--- src/rtl/bcd_stopwatch.sv ---
// MM:SS stopwatch with BCD digit counters, up/down modes, a validated preset load and a rotating snake LED.
// The optional lap-hold display freeze is compiled in with `define BCD_STOPWATCH_LAP_EN.
module bcd_stopwatch #(
  parameter int SEC_MOD = 60,
  parameter int MIN_MOD = 60,
  parameter int SNAKE_W = 8
) (
  input  logic               clk,
  input  logic               rst_n,
  input  logic               tick,
  input  logic               start_stop,
  input  logic               clear,
  input  logic               mode,
  input  logic               load_valid,
  input  logic [7:0]         load_min,
  input  logic [7:0]         load_sec,
  input  logic               lap,
  output logic [7:0]         disp_min,
  output logic [7:0]         disp_sec,
  output logic               running,
  output logic               expired,
  output logic               load_err,
  output logic               min_wrap,
  output logic [SNAKE_W-1:0] snake
);

  localparam logic [7:0] SEC_MAX = 8'((((SEC_MOD - 1) / 10) << 4) + ((SEC_MOD - 1) % 10));
  localparam logic [7:0] MIN_MAX = 8'((((MIN_MOD - 1) / 10) << 4) + ((MIN_MOD - 1) % 10));

  typedef enum logic [1:0] {IDLE, RUN, PAUSE, EXPIRED} state_e;

  state_e state_q, state_d;

  logic [7:0]         sec_q, sec_d, min_q, min_d;
  logic [SNAKE_W-1:0] snake_q, snake_d;
  logic               wrap_q, wrap_d, lerr_q, lerr_d;

  logic [1:0] sync_q, fill_q;
  logic       ss_prev_q, armed_q;
  logic       start_stop_edge, edge_eff, pause_ev;

  logic [7:0] sec_nx, min_nx;
  logic       wrap_nx, count_tick, cnt_zero, nx_zero;
  logic       load_fmt_ok, load_acc, load_rej;

  function automatic logic [7:0] bcd_inc(input logic [7:0] v);
    return (v[3:0] == 4'd9) ? {v[7:4] + 4'd1, 4'd0} : {v[7:4], v[3:0] + 4'd1};
  endfunction

  function automatic logic [7:0] bcd_dec(input logic [7:0] v);
    return (v[3:0] == 4'd0) ? {v[7:4] - 4'd1, 4'd9} : {v[7:4], v[3:0] - 4'd1};
  endfunction

  // Button synchroniser; edges are only armed once the chain has seen the button low after reset,
  // so a button held through reset release never looks like a press. Clear leaves this untouched.
  always_ff @(posedge clk or negedge rst_n) begin
    if (!rst_n) begin
      sync_q    <= 2'b00;
      ss_prev_q <= 1'b0;
      fill_q    <= 2'b00;
      armed_q   <= 1'b0;
    end else begin
      sync_q    <= {sync_q[0], start_stop};
      ss_prev_q <= sync_q[1];
      fill_q    <= {fill_q[0], 1'b1};
      if (fill_q[1] && !sync_q[1]) armed_q <= 1'b1;
    end
  end

  assign start_stop_edge = armed_q & sync_q[1] & ~ss_prev_q;
  assign edge_eff        = start_stop_edge & ~clear & ~load_valid;
  assign pause_ev        = (state_q == RUN) & edge_eff;

  // BCD digits compare numerically once each digit is known to be <= 9.
  assign load_fmt_ok = (load_sec[3:0] <= 4'd9) && (load_sec[7:4] <= 4'd9) &&
                       (load_min[3:0] <= 4'd9) && (load_min[7:4] <= 4'd9) &&
                       (load_sec <= SEC_MAX) && (load_min <= MIN_MAX);
  assign load_acc    = load_valid && !clear && load_fmt_ok &&
                       ((state_q == IDLE) || (state_q == PAUSE));
  assign load_rej    = load_valid && !clear && !load_acc;

  assign count_tick = (state_q == RUN) && tick;
  assign cnt_zero   = (sec_q == 8'h00) && (min_q == 8'h00);
  assign nx_zero    = (sec_nx == 8'h00) && (min_nx == 8'h00);

  always_comb begin
    sec_nx  = sec_q;
    min_nx  = min_q;
    wrap_nx = 1'b0;
    if (!mode) begin
      if (sec_q == SEC_MAX) begin
        sec_nx = 8'h00;
        if (min_q == MIN_MAX) begin
          min_nx  = 8'h00;
          wrap_nx = 1'b1;
        end else begin
          min_nx = bcd_inc(min_q);
        end
      end else begin
        sec_nx = bcd_inc(sec_q);
      end
    end else begin
      if (sec_q == 8'h00) begin
        sec_nx = SEC_MAX;
        min_nx = (min_q == 8'h00) ? MIN_MAX : bcd_dec(min_q);
      end else begin
        sec_nx = bcd_dec(sec_q);
      end
    end
  end

  always_ff @(posedge clk or negedge rst_n) begin
    if (!rst_n) state_q <= IDLE;
    else        state_q <= state_d;
  end

  always_comb begin
    state_d = state_q;
    if (clear) begin
      state_d = IDLE;
    end else begin
      case (state_q)
        IDLE, PAUSE: if (edge_eff && !(mode && cnt_zero)) state_d = RUN;
        RUN: begin
          if (edge_eff)                     state_d = PAUSE;
          else if (tick && mode && nx_zero) state_d = EXPIRED;
        end
        default: state_d = state_q;
      endcase
    end
  end

  always_comb begin
    running = 1'b0;
    expired = 1'b0;
    case (state_q)
      RUN:     running = 1'b1;
      EXPIRED: expired = 1'b1;
      default: ;
    endcase
  end

  always_comb begin
    sec_d   = sec_q;
    min_d   = min_q;
    snake_d = snake_q;
    wrap_d  = 1'b0;
    lerr_d  = load_rej;
    if (clear) begin
      sec_d   = 8'h00;
      min_d   = 8'h00;
      snake_d = SNAKE_W'(1);
      lerr_d  = 1'b0;
    end else if (load_acc) begin
      sec_d = load_sec;
      min_d = load_min;
    end else if (count_tick) begin
      sec_d   = sec_nx;
      min_d   = min_nx;
      wrap_d  = wrap_nx;
      snake_d = {snake_q[SNAKE_W-2:0], snake_q[SNAKE_W-1]};
    end
  end

  always_ff @(posedge clk or negedge rst_n) begin
    if (!rst_n) begin
      sec_q   <= 8'h00;
      min_q   <= 8'h00;
      snake_q <= SNAKE_W'(1);
      wrap_q  <= 1'b0;
      lerr_q  <= 1'b0;
    end else begin
      sec_q   <= sec_d;
      min_q   <= min_d;
      snake_q <= snake_d;
      wrap_q  <= wrap_d;
      lerr_q  <= lerr_d;
    end
  end

  assign snake    = snake_q;
  assign min_wrap = wrap_q;
  assign load_err = lerr_q;

`ifdef BCD_STOPWATCH_LAP_EN
  logic       hold_q, hold_d;
  logic [7:0] lap_min_q, lap_min_d, lap_sec_q, lap_sec_d;

  // Freeze captures the pre-tick count; any lap, pause or clear releases it.
  always_comb begin
    hold_d    = hold_q;
    lap_min_d = lap_min_q;
    lap_sec_d = lap_sec_q;
    if (clear) begin
      hold_d = 1'b0;
    end else if (hold_q) begin
      if (lap || pause_ev) hold_d = 1'b0;
    end else if (lap && (state_q == RUN) && !pause_ev) begin
      hold_d    = 1'b1;
      lap_min_d = min_q;
      lap_sec_d = sec_q;
    end
  end

  always_ff @(posedge clk or negedge rst_n) begin
    if (!rst_n) begin
      hold_q    <= 1'b0;
      lap_min_q <= 8'h00;
      lap_sec_q <= 8'h00;
    end else begin
      hold_q    <= hold_d;
      lap_min_q <= lap_min_d;
      lap_sec_q <= lap_sec_d;
    end
  end

  assign disp_min = hold_q ? lap_min_q : min_q;
  assign disp_sec = hold_q ? lap_sec_q : sec_q;
`else
  logic unused_lap;
  assign unused_lap = lap ^ pause_ev;
  assign disp_min   = min_q;
  assign disp_sec   = sec_q;
`endif

endmodule

--- config.mk ---
export PLATFORM = sky130hd
export DESIGN_NAME = bcd_stopwatch
export DESIGN_NICKNAME = d
export VERILOG_FILES = /design/src/rtl/bcd_stopwatch.sv
export SDC_FILE = /design/constraint.sdc
export NUM_CORES = 1
export LEC_CHECK = 0
export CAP_MARGIN = 20
export CELL_PAD_IN_SITES_DETAIL_PLACEMENT = 1
export CELL_PAD_IN_SITES_GLOBAL_PLACEMENT = 1
export CORE_ASPECT_RATIO = 1.1
export CORE_MARGIN = 2
export CORE_UTILIZATION = 28
export DETAILED_ROUTE_END_ITERATION = 10
export DONT_BUFFER_PORTS = 1
export GPL_TIMING_DRIVEN = 0
export PLACE_DENSITY_LB_ADDON = 0.1
export SYNTH_ARGS = -nofsm -noshare
export SYNTH_HDL_FRONTEND = slang
export SYNTH_SLANG_ARGS = --single-unit
--- constraint.sdc ---
create_clock -name clk -period 6.52 [get_ports clk]
set_input_delay 0.978 -clock clk [delete_from_list [all_inputs] [get_ports clk]]
set_output_delay 0.978 -clock clk [all_outputs]
set_load 0.03 [all_outputs]
==> summary.md, run 1 <==
| Metric | Value |
|---|---|
| Wire per inst | ~20 um |
| Peak VDD IR | about 89 uV |
| Sink Count | 34 |
| Max Slew Vio Count | 0 |
| Row count | 36 |
| Mean Syn Cell Area | ~8.2 sq um |
| Worst-case clock buffer depth | 2 |
| First-pass GRT wire length | approximately 14 mm |
| Crit path max-delay family | simple AND/OR/NAND/NOR gates |
| Hold Startpoint | sync_q[0]$_DFF_PN0_ |
| Critical R2R Capture | state_q[1]$_DFFE_PN0P_ |
| GRT Util Overall | between 10% and 20% |
| Die Y | ~100 um |
| CTS Hold Bufs | 0 |
| PD cells | around 170 nW/um^2 |
| Number of input and output port buffers inserted | 0 |
| Area leader, netlist | dfrtp_1 |
| DR pass1 iterations | 4 |
| Dpl ws | 3260 ps |
| Final Setup Violations | 0 |
| Worst Tran Pin Value | 802 ps |
| Vias | 2323 |
| RSZ-0062 raised after global routing | no |
| Fin area | about 2800 sq um |
| Flop and latch count out of synthesis | 34 |
| Setup Buffers After CTS | 0 |
| F_max | slightly above 300 MHz |
| FFs w/ async S/R, synth | 100% |
| Die area | between 9000 and 10000 sq um |
| HPWL after DPL | 6.49 mm |
| Buffers & Inverters on Critical Path | 2 |
| Adder-Cell Fraction of Synth Area | 4.99% |
| Yosys top cell area share | 33.0% |
| Mapped cell area | 2510 sq um |
| Top_reg_cell synth | dfrtp_1 |
| Worst clock skew | ~9.0 ps |
| Initial antenna violation count | 0 |
| Resize count post-CTS | 0 |
| Die width | 94.2 um |
| Crit. End Element | flop |
| CTS tree | done |
| Minimum clock period | between 3000 and 4000 ps |
| Min-Delay Endpoint | sync_q[1]$_DFF_PN0_ |
| DP Area | about 2600 sq um |
| Core area | around 9000 sq um |
| Max Cap Viol | 0 |
| Pwr Total | 0.482 mW |
| Outcome | completed |
| Met2 wire length | 4.11 mm |
| Clock Latency Late Sink | about 290 ps |
| Setup TNS | 0 ps |
| RePlAce Congestion | ~0.78 |
| Worst Path Required | between 6000 and 7000 ps |
| Buffer type at the clock tree root | clkbuf_8 |
| RR Startpoint | disp_sec[4]$_DFFE_PN0P_ |
| Final critical-path share of the clock period | between 50 and 60% |
| Vias in the first global route | approximately 2.4k |
| N_diodes | 0 |
| Gr ovfl total | 0 |
| Final wirelength | ~8.5 mm |
| Syn nets | 340 |
| CP max stage delay | slightly above 600 ps |
| Crit path kind | flop to flop |
| Synth Instances | a little over 300 |
| Clock slew at reported path FFs | about 80 ps |
| R2R cell count | 10 |
| Io pins | 52 |
| Routed wl met3 | between 400 and 500 um |
| DRC | 0 |
| Final ANT Viol Nets | 0 |
| Hold Vio Cnt, Final | 0 |
| PnR worst setup slack | 3230 ps |
| Top post-synthesis cells by area | dfrtp_1 (33%), nand2_1 (6.4%), ha_1 (5.0%), nor2_1 (4.3%), a21oi_1 (4.2%) |
| Cts bufs inserted | 5 |
| CP cell instances | clkbuf_1 -> inv_1 -> ha_1 -> nor3b_1 -> nand2_2 -> mux2_2 -> mux2i_1 -> nor4b_2 -> nand4_1 -> a211oi_2 |
| CP Depth | 10 |
| Reg2reg setup slack | between 3000 and 4000 ps |
| Critical path arrival | around 3500 ps |
| Post-synthesis mux area share | 4.09% |
| Largest net degree at the start of global routing | 35 |
| Slowest cell on the critical path | nor3b_1 |
| Top Layer Used | met4 |
| Register area share after synthesis | roughly a third |
| Post-synth EDFFs | 0 |
| Startpoint types | flop |
| Hold Crit Class | flop to flop |
| Layout Nets | around 350 |
| Yosys Warn Count | 0 |
| Worst setup path start | disp_sec[4]$_DFFE_PN0P_ |
| Met1 WL | 3.82 mm |
| Synth Area in Compound Gates | between 10% and 20% |
| Slew margin rel. | between 40% and 50% |
| Fraction of the mapped netlist area in simple logic gates | 30.2% |
| DR iter-0 viols | 77 |
| Number of vias per cell | roughly 5.4 |
| Post-synth cell types | between 50 and 60 |
| XOR/XNOR Fraction of Synth Area | about 1.0% |
| Largest family of logic cells by synthesized area | simple AND/OR/NAND/NOR gates |
| Share of cells above drive strength 1 | ~8.3% |
| Initial Util | between 20 and 30% |
| Lkg Pwr | slightly above 1 nW |
| H-Tree Depth | 2 |
| Hold path depth | 0 |
| Area grow syn2layout | 9.93% |
| Crit-path max FO | 8 |
[worst max path at each step]
stage                             end  slack (ps)
2_1_floorplan  state_q[1]$_DFFE_PN0P_        3970
3_3_place_gp   state_q[1]$_DFFE_PN0P_        3280
3_5_place_dp   state_q[1]$_DFFE_PN0P_        3260
4_1_cts        state_q[1]$_DFFE_PN0P_        3250
5_1_grt        state_q[1]$_DFFE_PN0P_        2990
6_report       state_q[1]$_DFFE_PN0P_        3230
[power breakdown]
group	switching, mW	leakage, nW	total, mW	internal (mW)
combinational	0.0414	0.506	0.0630	0.0216
clock	0.0815	0.0524	0.196	0.114
sequential	0.00837	0.453	0.223	0.215
total	0.131	1.01	0.482	0.351
[Yosys cell counts, types with 2 or more instances]
library cell / count
or4_1: 2
nand3_1: 13
nor2_1: 29
buf_2: 4
a21oi_1: 21
nand4_1: 5
o221ai_2: 2
nand2b_1: 5
ha_1: 10
a221oi_1: 5
or3_1: 2
a22oi_1: 2
nor2b_1: 4
o21ai_1: 3
clkbuf_1: 19
a211oi_1: 9
o211ai_1: 4
nand2_1: 43
o21ai_0: 7
xnor2_1: 3
and3b_1: 3
a311oi_1: 4
mux2_2: 2
nor3_1: 10
dfrtp_1: 33
a31oi_1: 3
nand3b_1: 5
inv_1: 11
mux2i_1: 8
nor4_1: 6
[flip-flops by register name, summed over array words and instances, names as in the netlist]
| register | count |
|---|---|
| armed_q | 1 |
| disp_min | 8 |
| disp_sec | 8 |
| fill_q | 2 |
| load_err | 1 |
| min_wrap | 1 |
| snake | 8 |
| ss_prev_q | 1 |
| state_q | 2 |
| sync_q | 2 |
[layout make-up]
class | count | area, sq um
fillers | 1087 | 6030
multi-input cells | 237 | 1510
flip-flops and latches | 34 | 852
well taps | 114 | 143
plain buffers | 24 | 103
clock buffers | 7 | 76.3
inverters | 11 | 41.3
clock inverters | 1 | 30.0
[cells in the final DEF, fill, tap and decap left out, types with 2 or more instances in the layout]
master	instances
and3b_1	3
a221oi_1	5
o21ai_1	3
nand2_1	43
mux2i_1	8
inv_1	11
buf_2	4
nand2b_1	5
nand3b_1	5
or4_1	2
clkbuf_1	21
nor4_1	6
nor2_1	29
dfrtp_1	33
mux2_2	2
nor2b_1	4
nand3_1	13
clkbuf_8	5
ha_1	10
o221ai_2	2
or3_1	2
a21oi_1	21
a22oi_1	2
a311oi_1	4
nor3_1	10
o211ai_1	4
nand4_1	5
o21ai_0	7
a31oi_1	3
a211oi_1	9
xnor2_1	3
[cells by family (layout without fill, tap and decap cells)]
logic type	Yosys count	after routing
buf+inv	35	43
xor+xnor	3	3
simple gates	142	142
fa+ha+maj	10	10
other cells	1	1
compound gates	71	71
flops	34	34
mux	10	10
[metrics by stage]
| step | utilization (%) | hold WS (ps) | std cells |
|---|---|---|---|
| global route | 31.4 | 356 | 428 |
| detailed placement | 30.2 | 337 | 420 |
| global placement | 30.2 | 334 | 420 |
| floorplan | - | 331 | 306 |
| CTS | 31.4 | 353 | 428 |
| finish | 31.4 | 350 | 428 |
[layer usage]
| metal | track usage (%) | vias up |
|---|---|---|
| li1 | - | 1113 |
| met1 | 23.7 | 1152 |
| met2 | 31.2 | 50 |
| met3 | 4.35 | 8 |
| met4 | 4.68 | 0 |
| met5 | 0 | - |
(Power assumes the default switching activity.)
==> run 2, diff against run 1 <==
- clock period: 6.52 -> 2.7 ns (I/O delays scaled with it)
==> run 2 against run 1 <==
Compared with the run above: critical path depth decreased by 1; power increased by 150%; worst setup slack got worse by 3100 ps; critical path type unchanged; largest cell class unchanged.
==> summary.md, run 2 (synthesized netlist as in run 1, its figures left out) <==
| Metric | Value |
|---|---|
| HPWL after DPL | between 6 and 7 mm |
| Gr ovfl total | 0 |
| Worst Path Required | between 2000 and 3000 ps |
| Hold path depth | 0 |
| H-Tree Depth | 2 |
| Max Slew Vio Count | 0 |
| Clock slew at reported path FFs | around 80 ps |
| Hold Crit Class | primary input to flop |
| Largest net degree at the start of global routing | 35 |
| Sequential standard cell area | about 860 sq um |
| Startpoint types | flop |
| Area grow syn2layout | 16.2% |
| Fillers | 1079 |
| DR iter-0 viols | 91 |
| Setup TNS | 0 ps |
| Buffer type at the clock tree root | clkbuf_8 |
| GRT Util Overall | 18.9% |
| Crit. End Element | flop |
| RePlAce Congestion | 0.780 |
| Final ANT Viol Nets | 0 |
| CTS tree | done |
| Final Setup Violations | 0 |
| Lkg Pwr | between 1 and 1.5 nW |
| Sink Count | 34 |
| Non-Filler Instances | 439 |
| Worst clock skew | 9.09 ps |
| Number of vias per cell | between 5 and 6 |
| Outcome | completed |
| WHS | approximately 140 ps |
| DP Area | 2650 sq um |
| First-pass GRT wire length | 14.0 mm |
| DR pass1 iterations | 4 |
| Initial Util | between 20% and 30% |
| Most frequent cells in the layout | nand2_1 (43), dfrtp_1 (29), nor2_1 (28), a21oi_1 (21), clkbuf_1 (18) |
| RSZ-0062 raised after global routing | yes |
| Layout Nets | about 360 |
| Cts bufs inserted | 5 |
| Initial antenna violation count | 0 |
| Die width | 94.2 um |
| Minimum clock period | approximately 2600 ps |
| PD cells | 413 nW/um^2 |
| F_max | slightly below 400 MHz |
| Clock Latency Late Sink | roughly 290 ps |
| Critical path arrival | about 2800 ps |
| Wire per inst | 20.0 um |
| Die area | 9720 sq um |
| Core area | a little under 9000 sq um |
| Area of the multi-input gates | 1560 sq um |
| Max Cap Viol | 0 |
| Peak VDD IR | roughly 250 uV |
| Crit-path max FO | 10 |
| Vias in the first global route | approximately 2.5k |
| Final wirelength | approximately 8.8 mm |
| Final critical-path share of the clock period | between 90% and 100% |
| Share of cells above drive strength 1 | between 10% and 20% |
| Commonest non-fill, non-tap cell in the layout | nand2_1 |
| Hold Vio Cnt, Final | 0 |
| R2R cell count | 9 |
| Io pins | 52 |
| Number of input and output port buffers inserted | 0 |
| N_diodes | 0 |
| Post-placement cell count | 420 |
| Vias | approximately 2.4k |
| Final core occ | between 30% and 40% |
| Worst-case clock buffer depth | 2 |
| Die Y | 103 um |
| Worst Tran Pin Value | around 630 ps |
| Fin area | ~2900 sq um |
| DRC | 0 |
| Slew margin rel. | between 50% and 60% |
| Row count | 36 |
| Crit path kind | flop to flop |
==> run 2: cell count changes in the layout (fill, tap and decap cells not counted), sizes merged <==
cell | before | now
buf | 5 | 15
dlygate4sd3 | 0 | 1
==> run 2: what timing repair did <==
item	CTS	global route
resized for setup	11	10
hold buffers	2	0
pin swaps	1	2
endpoints found under the hold margin	34	0
cloned	0	0
buffers inserted	6	3
endpoints found under the setup margin	12	4
==> run 2: area by class of cell <==
class	count	area share, %
plain buffers	24	3.74
well taps	114	4.90
flip-flops and latches	34	29.5
repair buffers	11	3.35
inverters	11	1.42
multi-input cells	237	53.4
clock inverters	1	1.03
clock buffers	7	2.62
==> run 2: where the power goes <==
| part | switching [mW] | leakage (nW) | internal (mW) |
|---|---|---|---|
| logic | 0.119 | 0.583 | 0.0737 |
| clock network | 0.194 | 0.0524 | 0.276 |
| registers | 0.0204 | 0.446 | 0.519 |
| total | 0.334 | 1.08 | 0.869 |
==> run 2: metrics by stage <==
stage / power, mW / worst slack [ps]
2_1_floorplan: 0.656 / 146
3_3_place_gp: 0.701 / -540
3_5_place_dp: 0.701 / -555
4_1_cts: 1.21 / 6.11
5_1_grt: 1.26 / -3.01
6_report: 1.20 / 106
==> run 2: final timing paths <==
| kind | from | end | slack, ps |
|---|---|---|---|
| setup / recovery | disp_sec[3]$_DFFE_PN0P_ | state_q[1]$_DFFE_PN0P_ | 110 |
| hold / removal | start_stop | sync_q[0]$_DFF_PN0_ | 140 |
| setup reg to reg | disp_sec[3]$_DFFE_PN0P_ | state_q[1]$_DFFE_PN0P_ | 110 |
| hold reg to reg | sync_q[0]$_DFF_PN0_ | sync_q[1]$_DFF_PN0_ | 350 |
| max in group asynchronous | rst_n | snake[0]$_DFFE_PN1P_ | 1870 |
| min in group asynchronous | rst_n | state_q[1]$_DFFE_PN0P_ | 570 |
==> run 2: critical path, stage by stage, from the launching register on <==
cell,delay [ps]
dfrtp_1,540
buf_6,230
nor4_4,250
buf_4,190
buf_4,130
nand3_1,90
a31oi_1,370
nor4b_2,300
nand4_1,180
a211oi_2,240
==> run 2: routing by layer <==
layer / track usage, % / share of wire [%] / up-vias
li1: - / - / 1137
met1: 24.7 / 45 / 1174
met2: 32.3 / 49 / 42
met3: 4.20 / 5.0 / 4
met4: 4.01 / 0.62 / 0
met5: 0 / 0 / -
